File: config.mk
export PLATFORM = sky130hd
export DESIGN_NAME = rr_mux8_arbiter_flat
export DESIGN_NICKNAME = d
export VERILOG_FILES = /design/src/rtl/rr_mux8_arbiter_if.sv /design/src/rtl/rr_mux8_arbiter.sv /design/src/flat_wrapper.sv
export SDC_FILE = /design/constraint.sdc
export NUM_CORES = 1
export LEC_CHECK = 0
export CORE_MARGIN = 8
export CORE_UTILIZATION = 30
export DETAILED_ROUTE_END_ITERATION = 7
export PLACE_DENSITY = 0.5
export SLEW_MARGIN = 20
export SYNTH_ARGS = -nofsm -noshare
export SYNTH_HDL_FRONTEND = slang
export SYNTH_SLANG_ARGS = --single-unit
File: constraint.sdc
create_clock -name clk -period 4.8 [get_ports clk]
set_clock_uncertainty 0.2 [all_clocks]
set_input_delay 0.48 -clock clk [delete_from_list [all_inputs] [get_ports clk]]
set_output_delay 0.48 -clock clk [all_outputs]
set_load 0.02 [all_outputs]
File: src/rtl/rr_mux8_arbiter_if.sv
`default_nettype none
// rr_mux8_arbiter_if: request/data bus and grant/mux outputs of the 8-way round-robin mux arbiter.
interface rr_mux8_arbiter_if;
  logic [7:0] req;
  logic [7:0] data_in;
  logic [7:0] grant;
  logic [2:0] sel;
  logic       busy;
  logic       out;
  logic       out_valid;

  modport master (
    output req, data_in,
    input  grant, sel, busy, out, out_valid
  );

  modport slave (
    input  req, data_in,
    output grant, sel, busy, out, out_valid
  );
endinterface
`default_nettype wire

File: src/rtl/rr_mux8_arbiter.sv
`default_nettype none
// rr_mux8_arbiter: round-robin owner selection for a shared 8:1 single-bit mux, with a
// per-owner hold limit and a registered muxed output.
module rr_mux8_arbiter #(
  parameter int MAX_HOLD = 4
) (
  input logic               clk,
  input logic               rst,
  rr_mux8_arbiter_if.slave  bus
);

  localparam int HW = (MAX_HOLD > 1) ? $clog2(MAX_HOLD) : 1;
  localparam logic [HW-1:0] HOLD_LAST = HW'(MAX_HOLD - 1);

  typedef enum logic [0:0] {
    IDLE = 1'b0,
    BUSY = 1'b1
  } state_t;

  state_t        state, state_nxt;
  logic [2:0]    ptr, ptr_nxt;
  logic [HW-1:0] hold_cnt, hold_nxt;
  logic [7:0]    grant_q, grant_nxt;
  logic [2:0]    sel_q, sel_nxt;
  logic          busy_q, busy_nxt;
  logic          out_q, valid_q;

  logic [7:0]    owner_mask;
  logic [2:0]    start;
  logic [7:0]    cand;
  logic          found;
  logic [2:0]    winner;
  logic [2:0]    idx;

  // While busy the search begins just after the owner and never re-picks it, which covers
  // both the release and the timeout hand-off with one priority scan.
  assign owner_mask = 8'(1) << sel_q;
  assign start      = (state == BUSY) ? sel_q + 3'd1 : ptr;
  assign cand       = (state == BUSY) ? (bus.req & ~owner_mask) : bus.req;

  always_comb begin
    found  = 1'b0;
    winner = start;
    idx    = '0;
    for (int k = 0; k < 8; k++) begin
      idx = start + 3'(k);
      if (!found && cand[idx]) begin
        found  = 1'b1;
        winner = idx;
      end
    end
  end

  always_comb begin
    state_nxt = state;
    ptr_nxt   = ptr;
    hold_nxt  = hold_cnt;
    grant_nxt = grant_q;
    sel_nxt   = sel_q;
    busy_nxt  = busy_q;
    case (state)
      IDLE: begin
        if (found) begin
          grant_nxt = 8'(1) << winner;
          sel_nxt   = winner;
          busy_nxt  = 1'b1;
          hold_nxt  = '0;
          state_nxt = BUSY;
        end
      end
      BUSY: begin
        if (!bus.req[sel_q]) begin
          ptr_nxt  = sel_q + 3'd1;
          hold_nxt = '0;
          if (found) begin
            grant_nxt = 8'(1) << winner;
            sel_nxt   = winner;
          end else begin
            grant_nxt = '0;
            sel_nxt   = '0;
            busy_nxt  = 1'b0;
            state_nxt = IDLE;
          end
        end else if (hold_cnt == HOLD_LAST) begin
          // With no competitor the owner keeps the channel and the count stays saturated.
          if (found) begin
            ptr_nxt   = sel_q + 3'd1;
            grant_nxt = 8'(1) << winner;
            sel_nxt   = winner;
            hold_nxt  = '0;
          end
        end else begin
          hold_nxt = hold_cnt + HW'(1);
        end
      end
      default: state_nxt = IDLE;
    endcase
  end

  always_ff @(posedge clk) begin
    if (rst) begin
      state    <= IDLE;
      ptr      <= '0;
      hold_cnt <= '0;
      grant_q  <= '0;
      sel_q    <= '0;
      busy_q   <= 1'b0;
      out_q    <= 1'b0;
      valid_q  <= 1'b0;
    end else begin
      state    <= state_nxt;
      ptr      <= ptr_nxt;
      hold_cnt <= hold_nxt;
      grant_q  <= grant_nxt;
      sel_q    <= sel_nxt;
      busy_q   <= busy_nxt;
      out_q    <= busy_q ? bus.data_in[sel_q] : 1'b0;
      valid_q  <= busy_q;
    end
  end

  assign bus.grant     = grant_q;
  assign bus.sel       = sel_q;
  assign bus.busy      = busy_q;
  assign bus.out       = out_q;
  assign bus.out_valid = valid_q;

endmodule
`default_nettype wire

File: src/flat_wrapper.sv
// flat-port wrapper written by rule: the top's interface ports become plain ports
module rr_mux8_arbiter_flat 
#(
  parameter int MAX_HOLD = 4
)
  (clk, rst, bus_req, bus_data_in, bus_grant, bus_sel, bus_busy, bus_out, bus_out_valid);
  rr_mux8_arbiter_if bus_i ();
  input logic clk;
  input logic rst;
  input wire logic [$bits(bus_i.req)-1:0] bus_req;
  input wire logic [$bits(bus_i.data_in)-1:0] bus_data_in;
  output wire logic [$bits(bus_i.grant)-1:0] bus_grant;
  output wire logic [$bits(bus_i.sel)-1:0] bus_sel;
  output wire logic [$bits(bus_i.busy)-1:0] bus_busy;
  output wire logic [$bits(bus_i.out)-1:0] bus_out;
  output wire logic [$bits(bus_i.out_valid)-1:0] bus_out_valid;
  assign bus_i.req = bus_req;
  assign bus_i.data_in = bus_data_in;
  assign bus_grant = bus_i.grant;
  assign bus_sel = bus_i.sel;
  assign bus_busy = bus_i.busy;
  assign bus_out = bus_i.out;
  assign bus_out_valid = bus_i.out_valid;
  rr_mux8_arbiter #(.MAX_HOLD(MAX_HOLD)) u_core (.clk(clk), .rst(rst), .bus(bus_i));
endmodule
# Word-level counts from Yosys, hierarchy flattened
# Cells that the tools add are included.
word_totals:
  reg_bits: 20
  inputBits: 18
  output_inout_bits: 14
classes:
  add_sub_neg: 9
  magnitude_cmp: 9
  eq_ne: 7
  shift: 2
  mux: 61
  bitwise_logic: 4
  n_reduce_logical: 17
ops:
  columns: ["cell", "count"]
  rows:
  - ["two-way mux 3 bit", 15]
  - ["two-way mux 8 bit", 5]
  - ["less-than comparator 3 x 4 -> 1 bit (second input constant)", 9]
  - ["binary-select mux 1 bit (select 3 bit)", 10]
  - ["two-way mux 1 bit", 23]
  - ["case mux 8 bit (2 select lines)", 1]
  - ["left shift 1 x 3 -> 8 bit (first input constant)", 2]
  - ["adder 3 bit (second input constant)", 4]
  - ["bitwise AND 8 bit", 1]
  - ["NOT 8 bit", 1]
  - ["logical AND 1 bit", 7]
  - ["zero test 1 bit", 7]
  - ["adder 3 x 1 -> 3 bit (second input constant)", 2]
  - ["adder 3 x 2 -> 3 bit (second input constant)", 2]
  - ["two-way mux 2 bit", 3]
  - ["inequality test 2 bit (second input constant)", 3]
  - ["case mux 3 bit (2 select lines)", 1]
  - ["AND reduction 3 bit", 2]
  - ["inequality test 2 x 1 -> 1 bit (second input constant)", 2]
  - ["case mux 1 bit (2 select lines)", 2]
  - ["case mux 2 bit (2 select lines)", 1]
  - ["inequality test 3 bit (second input constant)", 1]
  - ["adder 2 x 1 -> 2 bit (second input constant)", 1]
  - ["equality test 2 bit (second input constant)", 1]
  - ["2 further kinds", 3]

# Logic depth before layout (Yosys ltp)
depth:
  depth_word: 33
  mapped_depth: 15
  mapped_depth_nobuf: 13

# Least setup slack after synthesis
# Ideal clock, no wire load.
synth_path:
  kind: "register to register"
  from: "register u_core.sel_q[0], in the netlist u_core.bus.sel[0]"
  to: "register u_core.grant_q[2], in the netlist u_core.bus.grant[2]"
  setup_time_ps: 67
  t_arrival_ps: 3945
  slack_ps: 588
  path_stages_with_launch: 14
  path_buffers: 1
  synth_period_minus_slack_ps: 4212
  cell_sequence: "dfxtp_1 -> buf_4 -> inv_1 -> ha_1 -> mux2i_4 -> ha_1 -> mux4_2 -> mux2_2 -> o32a_1 -> mux2_4 -> a21oi_2 -> a221o_1 -> a2111o_1 -> o21ai_2"
synth_between:
  elab_chain_len: 33
  elab_cells_between_ends: 67
  classes_between: "8 x add/sub; 1 x eq/ne; 2 x shift; 40 x mux; 2 x bitwise; 14 x reduce/logical"
synth_lines:
  columns: ["item", "line", "rtl"]
  rows:
  - ["from (decl)", "rr_mux8_arbiter.sv:24", "logic [2:0] sel_q, sel_nxt;"]
  - ["from (signal assigned)", "rr_mux8_arbiter.sv:115", "sel_q <= sel_nxt;"]
  - ["branches (longest 33 deep; another with adder 3 x 1 -> 3 bit)", null, null]
  - ["to (signal assigned)", "rr_mux8_arbiter.sv:114", "grant_q <= grant_nxt;"]
  - ["to (decl)", "rr_mux8_arbiter.sv:23", "logic [7:0] grant_q, grant_nxt;"]
# Parallel ways; which one is timed is not known. The select of a mux whose other input is x is not followed.
# A chain may end at the register's enable or synchronous reset.

# Worst setup path after layout
layout_path:
  from: "register u_core.sel_q[1], in the netlist u_core.bus.sel[1]"
  to: "register u_core.grant_q[6], in the netlist u_core.bus.grant[6]"
# The elaborated chain is that of the path after synthesis.

==> results.py <==
metrics = {
    "power": {
        "powerDensity_nw_per_um2": 713,
        "ir_drop_mv": 0.218,
        "power_leakage_nw": 0.981,
    },
    "global_routing": {
        "grt_first_pass_wirelength_mm": 10.0,
        "globalRoute.totalOverflow": 0,
        "grt_usage": 0.120,
        "met1_usage": 0.159,
        "grt_busiest_layer": "met2",
        "grt_util_met2": 0.189,
        "first_global_vias": 1906,
        "grt_max_degree": 15,
        "groute.layer.met3.usage": 0.0257,
        "grt_antenna_before_repair": 0,
    },
    "synth": {
        "syn-num-nets": 276,
        "post_synth.cell_area_avg_um2": 9.05,
        "yosys_register_bits": 20,
        "syn_inst": 248,
        "synth_ff_type": "dfxtp_1",
        "synthesis.area_um2": 2240,
        "sequential_area_share_after_synthesis": 0.178,
        "netlist-cell-type-count": 71,
        "synth-edff-count": 0,
        "async_flop_share": 0,
        "synth.top_cells.by_area": "dfxtp_1 18%, mux4_2 10%, ha_1 5.6%",
        "synth.top_cell.area_share": 0.178,
        "synth_warnings": 0,
        "synthDominantAreaCellType": "dfxtp_1",
    },
    "finish": {
        "syn_to_final_growth_pct": 20.6,
        "final_layout_size_suffix_gt1_frac": 0.187,
        "antenna_cells_inserted": 0,
        "layout.cells.most_common_list": "31 x clkdlybuf4s50_1, 21 x nand2_1, 20 x dfxtp_1",
        "fillCellCount": 760,
        "layout.cell_area.non_filler_um2": 2710,
        "final_common_cell": "clkdlybuf4s50_1",
        "design.final.nets": 307,
    },
    "place": {
        "buffer_ports.inserted": 31,
        "routabilityCongestion": 0.840,
        "dpl_cell_area_um2": 2640,
        "dp_hpwl_mm": 5.06,
    },
    "drt": {
        "finalWirelength_mm": 6.19,
        "drt_drc_violations_left": 0,
        "drt-vias-per-instance": 5.55,
        "detail-route-antenna-nets": 0,
        "initialDrtViolationCount": 173,
        "routed_wire_length_per_instance_um": 16.4,
        "vias": 2094,
        "drt-pass1-iter-count": 4,
    },
    "worst_setup_path": {
        "critPathLaunchType": "flip-flop",
        "required_ns": 4.81,
        "cp_data_arrival_time_ns": 4.41,
        "critical_path_peak_fanout": 10,
        "endpoint_kind": "flip-flop",
        "crit_type": "reg -> reg",
    },
    "timing": {
        "worst_pin_slew_ns": 0.698,
        "min_cycle_time_layout_ns": 4.41,
        "finalHoldViolations": 0,
        "maxClockFrequency_ghz": 0.227,
        "finalMaxSlewViolations": 0,
        "timing.slew.headroom": 0.534,
        "finalSetupViolCount": 0,
        "setup-tns-final_ns": 0,
        "final_min_period_over_clock_period": 0.918,
        "grt_setup_unrepaired": "no",
    },
    "clocking": {
        "clock_sink_count": 20,
        "cts_buffer_count": 3,
        "cts_buffer_depth": 2,
        "htree_levels": 1,
        "tritoncts": "built",
        "clk_latency_ns": 0.26,
        "cts-root-buf": "clkbuf_8",
        "cts.repair.resized": 0,
        "post_cts_buffers": 0,
        "ctsHoldBuffers": 0,
        "clk_transition_reported_paths_ns": 0.08,
    },
    "min_path": {
        "hp-class": "reg -> reg",
    },
    "floorplan": {
        "core_um2": 7250,
        "io-pin-count": 32,
        "initial_core_util": 0.309,
        "die_width_um": 103,
        "fp-row-count": 31,
        "die_span_in_y_um": 103,
        "fp.dieArea_um2": 10500,
    },
    "status": {
        "status": "completed",
    },
    "flow_run": {
        "max_cap_viol_count": 0,
    },
}
state kept, by name, summed over array words and instances, names as in the netlist:
signal,flops
u_core.state,1
u_core.bus.out,1
u_core.bus.busy,1
u_core.ptr,3
u_core.bus.out_valid,1
u_core.bus.grant,8
u_core.hold_cnt,2
u_core.bus.sel,3
stage by stage:
stage	util	total power [mW]	setup WS [ns]	hold WS, ns	instances
2_1_floorplan	-	1.40	0.588	0.270	248
3_3_place_gp	0.363	1.78	0.474	0.282	373
3_5_place_dp	0.363	1.75	0.415	0.282	373
4_1_cts	0.373	1.93	0.395	0.297	377
5_1_grt	0.373	2.08	0.126	0.327	377
6_report	0.373	1.93	0.393	0.296	377
kinds of logic after synthesis:
| logic type | synth area share |
|---|---|
| AOI/OAI and AO/OA | 0.294 |
| xor gates and xnor gates | 0.0301 |
| adders and majority gates | 0.0557 |
| buffers and inverters | 0.0574 |
| DFF | 0.178 |
| muxes | 0.162 |
| and+or+nand+nor | 0.223 |
cell type report:
class	count	area (um^2)	area share
Clock inverter	1	30.0	0.0111
Timing Repair Buffer	37	355	0.131
Multi-Input combinational cell	207	1720	0.634
Sequential cell	20	400	0.148
Tap cell	99	124	0.0458
Clock buffer	3	41.3	0.0153
Inverter	10	40.0	0.0148
worst max-delay path, cell delays in order, from the launching register on:
cell and delay (ns):
dfxtp_1 0.50, inv_1 0.13, ha_1 0.34, mux2i_4 0.36
ha_1 0.37, mux4_2 0.66, mux2_2 0.33, o32a_1 0.34
mux2_4 0.22, a21oi_2 0.06, a221oi_2 0.53, nand3_1 0.17
a21oi_2 0.16
power breakdown:
| part | switching, mW | internal (mW) | leakage [nW] |
|---|---|---|---|
| clock network | 0.0600 | 0.111 | 0.0357 |
| logic | 0.883 | 0.635 | 0.782 |
| registers | 0.0340 | 0.207 | 0.164 |
| total | 0.977 | 0.954 | 0.981 |
synth_stat cells, types with 2 or more instances:
cell type	number
nand2_1	21
dfxtp_1	20
nor2_1	16
ha_1	10
mux4_2	10
nand3_1	10
and2_1	9
inv_1	8
o211ai_1	8
a21oi_1	6
a21oi_2	5
a22oi_1	5
buf_6	5
o21ai_0	5
a2111o_1	4
a21boi_0	4
a31oi_1	4
and3_1	4
nor3_1	4
o211a_1	4
o21ai_2	4
or3_1	4
xnor2_1	4
a21o_1	3
mux2_2	3
mux2i_1	3
nand3b_1	3
nand4_1	3
nor2b_1	3
o32a_1	3
a211oi_1	2
a311oi_1	2
a32oi_1	2
and4_1	2
buf_2	2
buf_4	2
clkbuf_1	2
mux2i_4	2
nand2b_1	2
o32ai_1	2
or2_1	2
xnor2_2	2
worst paths after layout:
path,start,end,slack (ns),depth (start not counted)
hold reg to reg,u_core.bus.grant[2],u_core.bus.grant[2],0.30,2
setup / recovery,u_core.bus.sel[1],u_core.bus.grant[6],0.39,12
setup reg to reg,u_core.bus.sel[1],u_core.bus.grant[6],0.39,12
hold / removal,u_core.bus.grant[2],u_core.bus.grant[2],0.30,2
metal layers:
layer / up-vias / routed length (um)
li1: 1023 / -
met1: 991 / 2820
met5: - / 0
met2: 72 / 2900
met4: 0 / 80
met3: 8 / 381
Note: power is estimated with default switching activity, not from simulation.
